### src/rtl/aggregate_sched_pkg.sv
// aggregate_sched_pkg: shared types and helpers
// for the RX aggregation frame scheduler.
package aggregate_sched_pkg;

    typedef enum logic [1:0] {
        S_IDLE,
        S_RECV,
        S_DISCARD,
        S_GAP
    } state_e;

    localparam int AGR_WORD_W = 32;
    localparam int DIBIT_W    = 2;
    localparam int CNT_MAX_W  = 32;

    // Increment v, sticking at the all-ones value of a w-bit counter.
    function automatic logic [CNT_MAX_W-1:0] sat_inc(
        input logic [CNT_MAX_W-1:0] v,
        input int                   w
    );
        logic [CNT_MAX_W-1:0] lim;
        lim = (CNT_MAX_W'(1) << w) - CNT_MAX_W'(1);
        return (v >= lim) ? v : v + CNT_MAX_W'(1);
    endfunction

endpackage

### src/rtl/sched_fifo.sv
// sched_fifo: DEPTH x W synchronous FIFO with a
// registered head word and same-cycle push/pop.
module sched_fifo
    import aggregate_sched_pkg::*;
#(
    parameter int DEPTH = 4,
    parameter int W     = AGR_WORD_W
) (
    input  logic         clk,
    input  logic         rst_n_i,
    input  logic         push_i,
    input  logic [W-1:0] din_i,
    input  logic         pop_i,
    output logic [W-1:0] dout_o,
    output logic         full_o,
    output logic         empty_o
);

    localparam int AW = $clog2(DEPTH);

    logic [W-1:0]  mem_q [DEPTH];
    logic [AW-1:0] rd_q, wr_q;
    logic [AW:0]   cnt_q, cnt_d;
    logic [W-1:0]  head_q, head_d;
    logic          do_push, do_pop;

    assign empty_o = (cnt_q == '0);
    assign full_o  = (cnt_q == (AW+1)'(DEPTH));
    assign dout_o  = head_q;
    assign do_pop  = pop_i && !empty_o;
    assign do_push = push_i && (!full_o || do_pop);

    // Next occupancy and next head word.
    always_comb begin
        cnt_d  = cnt_q;
        head_d = head_q;
        unique case ({do_push, do_pop})
            2'b10:   cnt_d = cnt_q + 1'b1;
            2'b01:   cnt_d = cnt_q - 1'b1;
            default: cnt_d = cnt_q;
        endcase
        if (do_push && (empty_o || (do_pop && cnt_q == 1)))
            head_d = din_i;
        else if (do_pop && cnt_q > 1)
            head_d = mem_q[rd_q + AW'(1)];
    end

    // Storage array, no reset needed.
    always_ff @(posedge clk) begin
        if (do_push)
            mem_q[wr_q] <= din_i;
    end

    // Pointers, occupancy and head register.
    always_ff @(posedge clk) begin
        if (!rst_n_i) begin
            rd_q   <= '0;
            wr_q   <= '0;
            cnt_q  <= '0;
            head_q <= '0;
        end else begin
            if (do_push)
                wr_q <= wr_q + AW'(1);
            if (do_pop)
                rd_q <= rd_q + AW'(1);
            cnt_q  <= cnt_d;
            head_q <= head_d;
        end
    end

endmodule

### src/rtl/aggregate_sched.sv
// aggregate_sched: per-frame sequencing of the RX
// aggregator, word capture and frame statistics.
module aggregate_sched
    import aggregate_sched_pkg::*;
#(
    parameter int DEPTH      = 4,
    parameter int GAP        = 12,
    parameter int MAX_DIBITS = 760,
    parameter int CW         = 16
) (
    input  logic                  clk,
    input  logic                  rst,
    input  logic                  en,
    input  logic                  axiiv,
    input  logic [DIBIT_W-1:0]    axiid,
    input  logic [AGR_WORD_W-1:0] agg_d,
    input  logic                  agg_v,
    output logic                  agg_rst,
    output logic [AGR_WORD_W-1:0] out_data,
    output logic                  out_valid,
    input  logic                  out_ready,
    output logic [CW-1:0]         n_ok,
    output logic [CW-1:0]         n_short,
    output logic [CW-1:0]         n_drop,
    output logic                  busy
);

    localparam int DCW = $clog2(MAX_DIBITS + 1);
    localparam int GCW = $clog2(GAP + 1);

    state_e         state_q, state_d;
    logic [DCW-1:0] dib_cnt_q, dib_cnt_d;
    logic [GCW-1:0] gap_cnt_q, gap_cnt_d;
    logic           got_q, got_d;
    logic           lost_q, lost_d;
    logic           agg_rst_q, agg_rst_d;
    logic           axiiv_q;
    logic [CW-1:0]  n_ok_q, n_short_q, n_drop_q;
    logic           inc_ok, inc_short, inc_drop;
    logic           take, push, pop;
    logic           fifo_full, fifo_empty;

    assign out_valid = !fifo_empty;
    assign pop       = out_valid && out_ready;
    assign take      = (state_q == S_RECV) && agg_v && !got_q;
    assign push      = take && (!fifo_full || pop);
    assign agg_rst   = agg_rst_q;
    assign busy      = (state_q != S_IDLE);
    assign n_ok      = n_ok_q;
    assign n_short   = n_short_q;
    assign n_drop    = n_drop_q;

    sched_fifo #(
        .DEPTH (DEPTH),
        .W     (AGR_WORD_W)
    ) u_fifo (
        .clk     (clk),
        .rst_n_i (rst),
        .push_i  (push),
        .din_i   (agg_d),
        .pop_i   (pop),
        .dout_o  (out_data),
        .full_o  (fifo_full),
        .empty_o (fifo_empty)
    );

    // State register.
    always_ff @(posedge clk) begin
        if (!rst)
            state_q <= S_IDLE;
        else
            state_q <= state_d;
    end

    // Next-state: a frame already in flight when we
    // become ready is never joined mid-stream.
    always_comb begin
        state_d = state_q;
        unique case (state_q)
            S_IDLE:
                if (en && axiiv)
                    state_d = axiiv_q ? S_DISCARD : S_RECV;
            S_RECV:
                if (!axiiv)
                    state_d = S_GAP;
                else if (dib_cnt_q == DCW'(MAX_DIBITS - 1))
                    state_d = S_DISCARD;
            S_DISCARD:
                if (!axiiv)
                    state_d = S_GAP;
            S_GAP:
                if (axiiv)
                    state_d = S_DISCARD;
                else if (gap_cnt_q == GCW'(GAP - 1))
                    state_d = S_IDLE;
            default:
                state_d = S_IDLE;
        endcase
    end

    // Outputs and per-frame bookkeeping.
    always_comb begin
        dib_cnt_d = dib_cnt_q;
        gap_cnt_d = '0;
        got_d     = got_q;
        lost_d    = lost_q;
        inc_ok    = 1'b0;
        inc_short = 1'b0;
        inc_drop  = 1'b0;
        unique case (state_q)
            S_IDLE: begin
                dib_cnt_d = DCW'(1);
                got_d     = 1'b0;
                lost_d    = 1'b0;
            end
            S_RECV: begin
                if (take) begin
                    got_d  = 1'b1;
                    lost_d = lost_q || !push;
                end
                if (!axiiv) begin
                    if (got_d && !lost_d)
                        inc_ok = 1'b1;
                    else if (got_d)
                        inc_drop = 1'b1;
                    else
                        inc_short = 1'b1;
                end else begin
                    dib_cnt_d = dib_cnt_q + DCW'(1);
                    if (dib_cnt_q == DCW'(MAX_DIBITS - 1))
                        inc_drop = 1'b1;
                end
            end
            S_GAP:
                gap_cnt_d = gap_cnt_q + GCW'(1);
            default: ;
        endcase
        agg_rst_d = (state_d == S_IDLE && !en) ||
                    (state_d == S_GAP) ||
                    (state_d == S_DISCARD);
    end

    // Frame bookkeeping registers and saturating stats.
    always_ff @(posedge clk) begin
        if (!rst) begin
            dib_cnt_q <= '0;
            gap_cnt_q <= '0;
            got_q     <= 1'b0;
            lost_q    <= 1'b0;
            agg_rst_q <= 1'b1;
            n_ok_q    <= '0;
            n_short_q <= '0;
            n_drop_q  <= '0;
        end else begin
            dib_cnt_q <= dib_cnt_d;
            gap_cnt_q <= gap_cnt_d;
            got_q     <= got_d;
            lost_q    <= lost_d;
            agg_rst_q <= agg_rst_d;
            if (inc_ok)
                n_ok_q <= CW'(sat_inc(CNT_MAX_W'(n_ok_q), CW));
            if (inc_short)
                n_short_q <= CW'(sat_inc(CNT_MAX_W'(n_short_q), CW));
            if (inc_drop)
                n_drop_q <= CW'(sat_inc(CNT_MAX_W'(n_drop_q), CW));
        end
    end

    // Envelope history; kept through reset so a frame
    // still running when reset lifts is not joined.
    always_ff @(posedge clk) begin
        axiiv_q <= axiiv;
    end

    // The dibit lane must carry known data inside a frame.
    always_ff @(posedge clk) begin
        if (rst && axiiv)
            assert (!$isunknown(axiid));
    end

endmodule

### config.mk
export PLATFORM = sky130hd
export DESIGN_NAME = aggregate_sched
export DESIGN_NICKNAME = d
export VERILOG_FILES = /design/src/rtl/aggregate_sched_pkg.sv /design/src/rtl/sched_fifo.sv /design/src/rtl/aggregate_sched.sv
export SDC_FILE = /design/constraint.sdc
export NUM_CORES = 1
export LEC_CHECK = 0
export CAP_MARGIN = 10
export CORE_MARGIN = 3
export CORE_UTILIZATION = 35
export DETAILED_ROUTE_END_ITERATION = 8
export PLACE_DENSITY_LB_ADDON = 0.12
export RECOVER_POWER = 100
export SYNTH_ARGS = -nofsm -noshare
export SYNTH_HDL_FRONTEND = slang
export SYNTH_SLANG_ARGS = --single-unit
### constraint.sdc
create_clock -name clk -period 2.68 [get_ports clk]
set_input_delay 0.402 -clock clk [delete_from_list [all_inputs] [get_ports clk]]
set_output_delay 0.402 -clock clk [all_outputs]
set_load 0.02 [all_outputs]
# == After elaboration in Yosys (flattened, before gate mapping) ==
# Memories as Yosys holds them, arrays and structs flattened.
# Index checks and enable logic that the tools add are counted.
# word_totals
rom_bits,0
register_bits,107
ram_bits,128
mem_count,1
latchBits,0
out_inout_bits,83
input_bits,40
# classes
n_mul,0
div_mod_pow,0
eq_ne,12
mux,33
order_cmp,4
reduce_logical,36
addsub,9
shift,0
bitwise,3
# memory_table
memory,words,word_bits,read_ports,rd_ports_with_merged_regs,wr,line,source
u_fifo.mem_q,4,32,1,0,1,sched_fifo.sv:21,logic [W-1:0] mem_q [DEPTH];
# op_table
cell,count
$mux 32,2
$add 16x1->16 const B,3
$ge 16x16->1 const B,3
$pmux 10 s2,1
$mux 1,18
$mux 2,7
$logic_and 1x1->1,12
$add 10x1->10 const B,1
$eq 10x10->1 const B,1
$eq 2x2->1 const B,5
$mux 10,1
$reduce_and 2->1,5
$pmux 2 s4,1
$reduce_bool 2->1,4
$logic_not 1->1,6
$logic_or 1x1->1,6
$pmux 3 s2,1
$add 2x1->2 const B,2
$add 4x1->4 const B,1
$eq 2x1->1 const B,2
$eq 4x4->1 const B,1
$logic_not 2->1,2
$pmux 1 s2,2
$add 3x1->3 const B,1
other kinds (7),9

# == Logic depth before layout (Yosys ltp) ==
# Gate-level depths: netlist (run 1).
# logic_depth
word_depth,15
mapped_depth,10
mapped_depth_nobuf,9

# == By module ==
# From an unflattened synthesis (run 1), not the netlist that was laid out.
# hier_totals
cells_unflattened,801
area_unflattened_um2,9969.6
# by_module_without_submodules
module,area_per_inst_um2,seq_area_each_um2,n_inst,cells_each
sched_fifo,6611.3,4624.4,1,409
aggregate_sched,3358.2,1361.3,1,392

# == Worst setup path before layout (run 1) ==
# Ideal clock, no wire load.
# synth_path
path_kind,register -> register
start,register u_fifo.cnt_q[0]
end,memory u_fifo.mem_q[0][0] in the netlist's numbering (enable)
required_ns,2.288
path_stages_with_launch,7
synth_period_minus_slack_ns,2.354
n_path_buf,1
t_arrival_ns,1.962
setup_slack_ns,0.326
setup_time_ns,0.392
path_cell_list,dfxtp_1 inv_1 ha_1 nand3b_1 nor2b_1 clkbuf_1 and2_1
# synth_via
elab_chain_len,8
elab_cells_between_ends,12
classes_between,eq/ne: 1; mux: 2; reduce/logical: 9
# synth_rtl
element,line,source
from (decl),sched_fifo.sv:23,"logic [AW:0] cnt_q, cnt_d;"
from (signal assigned),sched_fifo.sv:66,cnt_q <= cnt_d;
$logic_not 3->1,sched_fifo.sv:27,assign empty_o = (cnt_q == '0);
$logic_not 1->1,"sched_fifo.sv:30, aggregate_sched.sv:43",
$logic_and 1x1->1,aggregate_sched.sv:44,assign pop = out_valid && out_ready;
$logic_or 1x1->1 / $logic_and 1x1->1 (equally long branches),"aggregate_sched.sv:46, sched_fifo.sv:30",
$logic_and 1x1->1 / $logic_or 1x1->1 (equally long branches),"aggregate_sched.sv:46, sched_fifo.sv:31",
$logic_and 1x1->1 (*),sched_fifo.sv:31,assign do_push = push_i && (!full_o || do_pop);
$mux 1 (*),sched_fifo.sv:50,if (do_push)
$mux 1 (not written as such) (*),sched_fifo.sv:51,mem_q[wr_q] <= din_i;
to (decl),sched_fifo.sv:21,
# Every way passes the cells marked *; elsewhere a longest branch is shown, timed or not.

# == Worst setup path after layout (run 1) ==
# layout_path
start,register u_fifo.cnt_q[0]
end,output port out_valid
# layout_via
elab_chain_len,2
# layout_rtl
element,line,source
$logic_not 3->1,sched_fifo.sv:27,
$logic_not 1->1,aggregate_sched.sv:43,assign out_valid = !fifo_empty;
to (decl),aggregate_sched.sv:20,"output logic out_valid,"
# Every way passes these cells.

==> impl_summary.txt, run 1 <==
----------------------------------------------------
[Clock tree]
  Setup fix buffers added after clock tree synthesis ... 0
  Clock Pin Slew Worst Setup and Hold Paths ... around 60 ps
  CTS sink count ... 235
  H-Tree Depth ... 1
  Number of buffers on the longest clock path ... 3
  Post-cts repair resize count ... 0
  Clock network latency to the later pin of the worst-skew pair ... between 500 and 600 ps
  Root buf cell ... sky130_fd_sc_hd__clkbuf_16
  Hold buffer count at CTS ... 0
  CTS tree ... done
  CTS Buf Count ... 27

[Die]
  Core Box Area ... 27000 um^2
  Number of placement rows ... 60
  Starting utilization of the core area ... a little over a third
  Top Ports ... around 120
  Die outline area ... a little under 30000 um^2
  Chip Height ... 172 um
  Die outline width ... 172 um

[Outcome]
  Status ... completed

[Min path]
  Worst Min Path Start ... gap_cnt_q[0]
  Hold Path Depth ... 1
  Worst min-delay path class ... flip-flop to flip-flop
  Worst Hold End ... gap_cnt_q[0]

[Power]
  LEAKAGE ... 4.13 nW
  Internal power summed over all cells ... 0.00654 W
  Worst supply voltage drop on vdd ... 539 uV
  Switching Share ... 25.3%
  Switching power summed over all nets ... 0.00221 W
  Sequential group share of total power ... 45.9%
  Combinational cell fraction of total power ... 14.1%
  Pwr/cell area ... 722 nW/um^2
  Clock network power share ... 40.0%

[Worst setup path]
  Worst-path cell with the longest stage delay ... sky130_fd_sc_hd__dlygate4sd3_1
  Critical path, cell by cell ... inv_1 -> ha_1 -> nand2b_1 -> dlygate4sd3_1
  CP startpoint kind ... flip-flop
  Critical path type ... flip-flop to output port
  Worst R2R Path Depth ... 8
  WP data arrival ... between 2000 and 2500 ps
  RR Endpoint ... n_drop[8]
  Minimum setup slack among reg-to-reg paths ... 270 ps
  Crit-path max cell delay ... about 700 ps
  Kind of end point of the critical path ... output port
  Critical path data required time ... 2280 ps
  Crit Path Max Fanout ... 5
  Reg-to-reg startpoint ... u_fifo.cnt_q[1]

[Layout]
  Core Util, Final ... 44.8%
  Non-filler cells in the finished layout ... 1264
  Area added between synthesis and finish ... 25.7%
  Share of final-layout standard cells stronger than drive strength 1 ... 10.4%
  Sequential cell area in the final layout ... 5990 um^2
  Filler cells ... 2504
  Nets@finish ... 956
  Count of antenna diodes in the layout ... 0
  Final non-filler cell area ... approximately 12000 um^2
  Multi-input logic area ... 3420 um^2

[Routing]
  Wire length reported by the detailed router ... 21.5 mm
  Drt first-iter violations ... 350
  Final antenna-violating net count ... 0
  Routed len/inst ... 17.0 um
  Number of iterations in the first detailed-routing pass ... 4
  DRC violation count after routing ... 0
  Vias per cell ... 5.16
  Via total after detailed routing ... 6525

[Yosys]
  Post-synthesis instance area ... about 9600 um^2
  Share of Yosys cell area claimed by the top area cell type ... 39.9%
  Number of enable-type register cells in the synthesized netlist ... 128
  Parity-gate share of the synthesized area counting xor and xnor cells ... 2.73%
  Area fraction in compound gates after synthesis ... a little under a tenth
  Simple-Gate Fraction of Synth Area ... between 10 and 15%
  Number of flip-flops and latches in the synthesized netlist ... 235
  Post-synthesis share of cell area spent on full adders, half adders and majority gates ... 1.82%
  Largest family of logic cells by synthesized area ... simple AND/OR/NAND/NOR gates
  Synthesized netlist net count ... 822
  Synth Instances ... 768
  Cell types occupying the most area after synthesis ... sky130_fd_sc_hd__edfxtp_1 (40%), sky130_fd_sc_hd__dfxtp_1 (22%), sky130_fd_sc_hd__mux4_2 (7.5%)
  Async set-reset flop share out of synthesis ... 0%
  Number of distinct standard cells referenced by the synthesized netlist ... 56
  Yosys Warn Count ... 0
  Post-synthesis sequential area ratio ... 62.1%
  Most common flop cell mapped by yosys ... sky130_fd_sc_hd__edfxtp_1
  Share of synthesized area spent on multiplexers ... 8.00%
  Synth Area per Inst ... 12.6 um^2
  Cell type with the largest total area after synthesis ... sky130_fd_sc_hd__edfxtp_1

[Place]
  Placed Area ... 11400 um^2
  HPWL Detailed ... 12.9 mm
  Final weighted congestion in routability-driven placement ... roughly 0.73
  Number of I/O port buffers ... 120
  Post-Place Cells ... 1214

[Timing]
  Portion of the clock cycle consumed by the worst path in the final layout ... between 90% and 100%
  Count of final max-slew check failures ... 0
  Minimum period implied by the final worst setup slack ... 2480 ps
  Final setup TNS ... 0 ps
  RSZ-0062 raised after global routing ... false
  Slew of the pin with the lowest slew margin ... 740 ps
  Slew Limit Headroom ... ~50%
  Fmax ... 0.403 GHz
  Worst hold margin ... 444 ps
  Hold violation total from the final report ... 0
  Maximum clock skew at final layout ... 23.4 ps
  Final setup fails ... 0

[Flow run]
  Maxcap violations ... 0

[Global route]
  Pin count of the biggest net entering global routing ... 62
  Global-route total usage across every layer ... 14.5%
  Antenna violations before repair ... 3
  Global-route wire length before repair ... 34.3 mm
  Number of global-route vias before repair ... 6243
  Total congestion overflow after global routing ... 0

----------------------------------------------------
## kinds of logic (layout without fill, tap and decap cells)
| group | count (synthesis) | after routing |
|---|---|---|
| mux | 37 | 37 |
| compound gates | 125 | 125 |
| simple gates | 273 | 273 |
| flops | 235 | 235 |
| xor+xnor | 30 | 30 |
| fa+ha+maj | 14 | 14 |
| buf+inv | 54 | 209 |
## sequential cells by signal, summed over array words and instances (netlist names), 2 cells and up
register       cells
dib_cnt_q         10
n_ok              16
n_short           16
u_fifo.wr_q        2
u_fifo.mem_q     128
n_drop            16
u_fifo.cnt_q       3
u_fifo.rd_q        2
gap_cnt_q          4
u_fifo.dout_o     32
state_q            2
## area by class of cell
type / instances / share of cell area, %
Sequential cell: 235 / 49.4
Tap cell: 341 / 3.52
Multi-Input combinational cell: 479 / 28.2
Clock buffer: 44 / 6.43
Inverter: 15 / 0.465
Clock inverter: 6 / 0.558
Timing Repair Buffer: 144 / 11.4
## power by group through the flow
stage	clock network [W]	registers [W]	logic [W]
after floorplan	0	0.00418	0.000694
after global placement	0	0.00409	0.00131
after detailed placement	0	0.00409	0.00131
after CTS	0.00361	0.00402	0.00132
after global routing	0.00376	0.00403	0.00136
final	0.00350	0.00401	0.00124
## routing by layer
layer	vias up	track usage [%]	share of wire, %
li1	3175	-	-
met1	3162	19.6	46
met2	146	24.4	47
met3	36	2.56	4.7
met4	6	3.37	2.1
met5	-	0	0.14
## cells in the final DEF (no fill, tap or decap), types with 20 or more instances in the layout
| master | instances |
|---|---|
| sky130_fd_sc_hd__mux4_2 | 32 |
| sky130_fd_sc_hd__xor2_1 | 25 |
| sky130_fd_sc_hd__clkbuf_1 | 20 |
| sky130_fd_sc_hd__nor2_1 | 78 |
| sky130_fd_sc_hd__a21oi_1 | 31 |
| sky130_fd_sc_hd__nand3_1 | 26 |
| sky130_fd_sc_hd__nand2_1 | 82 |
| sky130_fd_sc_hd__dlygate4sd3_1 | 116 |
| sky130_fd_sc_hd__clkbuf_16 | 27 |
| sky130_fd_sc_hd__dfxtp_1 | 106 |
| sky130_fd_sc_hd__a311oi_1 | 30 |
| sky130_fd_sc_hd__edfxtp_1 | 128 |
## worst max path at each step
stage / startpoint / end / slack [ps] / depth (start not counted)
after detailed placement: out_ready / n_drop[11] / 110 / 7
final: u_fifo.cnt_q[0] / out_valid / 200 / 4
after CTS: u_fifo.cnt_q[0] / out_valid / 210 / 4
after global routing: state_q[1] / u_fifo.mem_q[2][4] / 60 / 6
after global placement: out_ready / n_drop[11] / 110 / 7
after floorplan: u_fifo.cnt_q[0] / u_fifo.mem_q[0][0] / 330 / 6
## stage by stage
step | setup WS, ps | power [W]
final | 197 | 0.00875
after global routing | 55.3 | 0.00915
after CTS | 214 | 0.00895
after detailed placement | 112 | 0.00540
after global placement | 113 | 0.00540
after floorplan | 326 | 0.00487
## worst max-delay path, delay by kind of cell (launching register included)
| kind | cells | cell delay [ps] |
|---|---|---|
| and+or+nand+nor | 1 | 100 |
| buffers and inverters | 2 | 800 |
| adders and majority gates | 1 | 260 |
| DFF | 1 | 390 |
## synthesized netlist by cell type, types with 10 or more instances
cell type                  count
sky130_fd_sc_hd__nand2_1      82
sky130_fd_sc_hd__dfxtp_1     107
sky130_fd_sc_hd__xor2_1       25
sky130_fd_sc_hd__nand4_1      11
sky130_fd_sc_hd__clkbuf_1     31
sky130_fd_sc_hd__edfxtp_1    128
sky130_fd_sc_hd__nor2_1       78
sky130_fd_sc_hd__a21oi_1      31
sky130_fd_sc_hd__o31ai_1      11
sky130_fd_sc_hd__mux4_2       32
sky130_fd_sc_hd__or3_1        18
sky130_fd_sc_hd__ha_1         14
sky130_fd_sc_hd__a311oi_1     30
sky130_fd_sc_hd__nand3_1      26
sky130_fd_sc_hd__inv_1        14
sky130_fd_sc_hd__and2_1       10
(Power assumes the default switching activity.)
==> run 2, diff against run 1 <==
REMOVE_ABC_BUFFERS = 1   (was unset)
==> impl_summary.txt, run 2 (same netlist as run 1, synthesis figures left out) <==
----------------------------------------------------
[Worst setup path]
  CP startpoint kind ... flip-flop
  Destination of the critical timing path ... out_valid
  Crit Path Max Fanout ... 5 (unchanged)
  Worst R2R Path Depth ... 8 (unchanged)
  Beginning of the critical path ... u_fifo.cnt_q[0]
  Critical path type ... flip-flop to output port
  Minimum setup slack among reg-to-reg paths ... 250 ps (-20 ps)
  Reg-to-reg startpoint ... u_fifo.cnt_q[1]
  Kind of end point of the critical path ... output port
  Critical path data required time ... 2280 ps (about the same)
  WP data arrival ... 2050 ps (-30 ps)
  RR Endpoint ... n_drop[4]

[Power]
  Combinational cell fraction of total power ... 13.6% (-0.5 points)
  Worst supply voltage drop on vdd ... 417 uV (-23%)
  Internal power summed over all cells ... 0.00673 W (+2.9%)
  Clock network power share ... 41.2% (+1.2 points)
  Switching power summed over all nets ... 0.00224 W (+1.2%)
  Pwr/cell area ... 732 nW/um^2 (+1.3%)
  Sequential group share of total power ... 45.2% (-0.7 points)
  Switching Share ... 25.0% (-0.31 points)
  LEAKAGE ... 4.19 nW (+1.5%)

[Routing]
  Drt first-iter violations ... 388 (+11%)
  Via total after detailed routing ... 6586 (+0.93%)
  Wire length reported by the detailed router ... 22.2 mm (+3.1%)
  Vias per cell ... 5.17 (about the same)
  DRC violation count after routing ... 0 (unchanged)
  Routed len/inst ... 17.4 um (+2.2%)
  Number of iterations in the first detailed-routing pass ... 4 (unchanged)
  Final antenna-violating net count ... 0 (unchanged)

[Outcome]
  Status ... completed

[Flow run]
  Maxcap violations ... 0 (unchanged)

[Clock tree]
  Post-cts repair resize count ... 0 (unchanged)
  Hold buffer count at CTS ... 0 (unchanged)
  Clock Pin Slew Worst Setup and Hold Paths ... 60 ps (about the same)
  Number of buffers on the longest clock path ... 3 (unchanged)
  CTS Buf Count ... 26 (-3.7%)
  Root buf cell ... sky130_fd_sc_hd__clkbuf_16
  Clock network latency to the later pin of the worst-skew pair ... 530 ps (-20 ps)
  CTS sink count ... 235 (unchanged)
  H-Tree Depth ... 1 (unchanged)
  CTS tree ... done
  Setup fix buffers added after clock tree synthesis ... 0 (unchanged)

[Timing]
  RSZ-0062 raised after global routing ... false
  Final setup fails ... 0 (unchanged)
  Slew of the pin with the lowest slew margin ... 589 ps (-152 ps)
  Fmax ... 0.407 GHz (+1.2%)
  Hold violation total from the final report ... 0 (unchanged)
  Slew Limit Headroom ... 60.3% (+9.7 points)
  Count of final max-slew check failures ... 0 (unchanged)
  Portion of the clock cycle consumed by the worst path in the final layout ... 91.6% (-1.1 points)
  Setup WS post-layout ... 226 ps (+28.2 ps)
  Maximum clock skew at final layout ... 18.7 ps (-4.74 ps)
  Minimum period implied by the final worst setup slack ... 2450 ps (-28.2 ps)
  Final setup TNS ... 0 ps (unchanged)

[Layout]
  Filler cells ... 2516 (+0.48%)
  Register ranked first by flip-flop count ... u_fifo.mem_q
  Most frequent cells in the layout ... sky130_fd_sc_hd__edfxtp_1 (128), sky130_fd_sc_hd__dlygate4sd3_1 (116), sky130_fd_sc_hd__dfxtp_1 (105)
  Share of final-layout standard cells stronger than drive strength 1 ... 11.8% (+1.4 points)
  Commonest non-fill, non-tap cell in the layout ... sky130_fd_sc_hd__edfxtp_1
  Number of flip-flops under the largest register name ... 128 (unchanged)
  Area added between synthesis and finish ... 27.1%
  Nets@finish ... 966 (+1.0%)

[Die]
  Core Box Area ... 27000 um^2 (unchanged)
  Top Ports ... 123 (unchanged)
  Number of placement rows ... 60 (unchanged)
  Chip Height ... 172 um (unchanged)
  Die outline width ... 172 um (unchanged)
  Die outline area ... 29600 um^2 (unchanged)
  Starting utilization of the core area ... 35.7% (unchanged)

[Global route]
  Total congestion overflow after global routing ... 0 (unchanged)
  Antenna violations before repair ... 4 (+1)
  Pin count of the biggest net entering global routing ... 62 (unchanged)
  M3 GR Usage ... 3.09% (+0.53 points)
  Number of global-route vias before repair ... 6540 (+4.8%)
  Most crowded layer after global routing ... met2
  GR Util met2 ... 24.6% (+0.22 points)
  Global-route wire length before repair ... 35.9 mm (+4.7%)
  Global-route total usage across every layer ... 15.1% (+0.68 points)
  Global Route met1 Usage ... 21.3% (+1.7 points)

[Place]
  HPWL Detailed ... 14.2 mm (+9.8%)
  Final weighted congestion in routability-driven placement ... 0.748 (+2.7%)
  Pre-CTS WS ... 114 ps (+2.17 ps)
  Number of I/O port buffers ... 120 (unchanged)

[Min path]
  Worst min-delay path class ... flip-flop to flip-flop

----------------------------------------------------
run 2: cell types whose count changed in the layout (fill, tap and decap cells not counted), sizes merged, moves of 2 or more:
cell	previous run	this run
clkinvlp	0	3
buf	11	14
diode	0	2
bufinv	1	3
run 2: layout make-up:
cell class	instances	area [um^2]	share of cell area, %
Multi-Input combinational cell	479	3420	27.9
Clock inverter	11	149	1.22
Antenna cell	2	5.00	0.0408
Inverter	15	56.3	0.460
Sequential cell	235	5990	48.9
Clock buffer	37	753	6.15
Timing Repair Buffer	155	1450	11.8
Tap cell	341	427	3.48
run 2: per-layer routing:
| layer | up-vias | part of all wire (%) |
|---|---|---|
| met2 | 129 | 46 |
| met3 | 34 | 4.8 |
| met1 | 3218 | 48 |
| met5 | - | 0.10 |
| met4 | 4 | 1.7 |
| li1 | 3201 | - |
run 2: metrics by stage:
step                utilization, %  power (W)  area, um^2  hold slack (ps)  std cells
finish                        45.3    0.00897       12300              452       1275
global route                  45.3    0.00938       12300              486       1275
CTS                           45.9    0.00917       12400              453       1273
detailed placement            42.5    0.00544       11500              443       1225
global placement              42.5    0.00543       11500              436       1225
floorplan                        -    0.00484        9480              418        729
run 2: critical path, stage by stage, from the launching register on:
cell and delay (ps):
sky130_fd_sc_hd__dfxtp_1 390, sky130_fd_sc_hd__inv_1 100, sky130_fd_sc_hd__ha_1 270, sky130_fd_sc_hd__nand2b_1 140, sky130_fd_sc_hd__clkdlybuf4s50_1 630
run 2: power by group through the flow:
stage	clock network, W	logic, W	registers, W
3_3_place_gp	0	0.00129	0.00414
4_1_cts	0.00380	0.00130	0.00407
5_1_grt	0.00396	0.00134	0.00408
6_report	0.00369	0.00122	0.00406
3_5_place_dp	0	0.00130	0.00414
2_1_floorplan	0	0.000589	0.00425
run 2: how the worst min path moves through the flow:
stage                 startpoint      endpoint  slack (ps)  cells past startpoint
floorplan           gap_cnt_q[0]  gap_cnt_q[0]         420                      1
global placement    gap_cnt_q[0]  gap_cnt_q[0]         440                      1
detailed placement  gap_cnt_q[0]  gap_cnt_q[0]         440                      1
CTS                 gap_cnt_q[0]  gap_cnt_q[0]         450                      1
global route        gap_cnt_q[0]  gap_cnt_q[0]         490                      1
finish              gap_cnt_q[0]  gap_cnt_q[0]         450                      1
==> run 3, diff against run 2 <==
CTS_CLUSTER_DIAMETER = 80   (was unset)
==> results of run 3 <==
The final DEF is identical to that of run 2; final timing and power are the same.
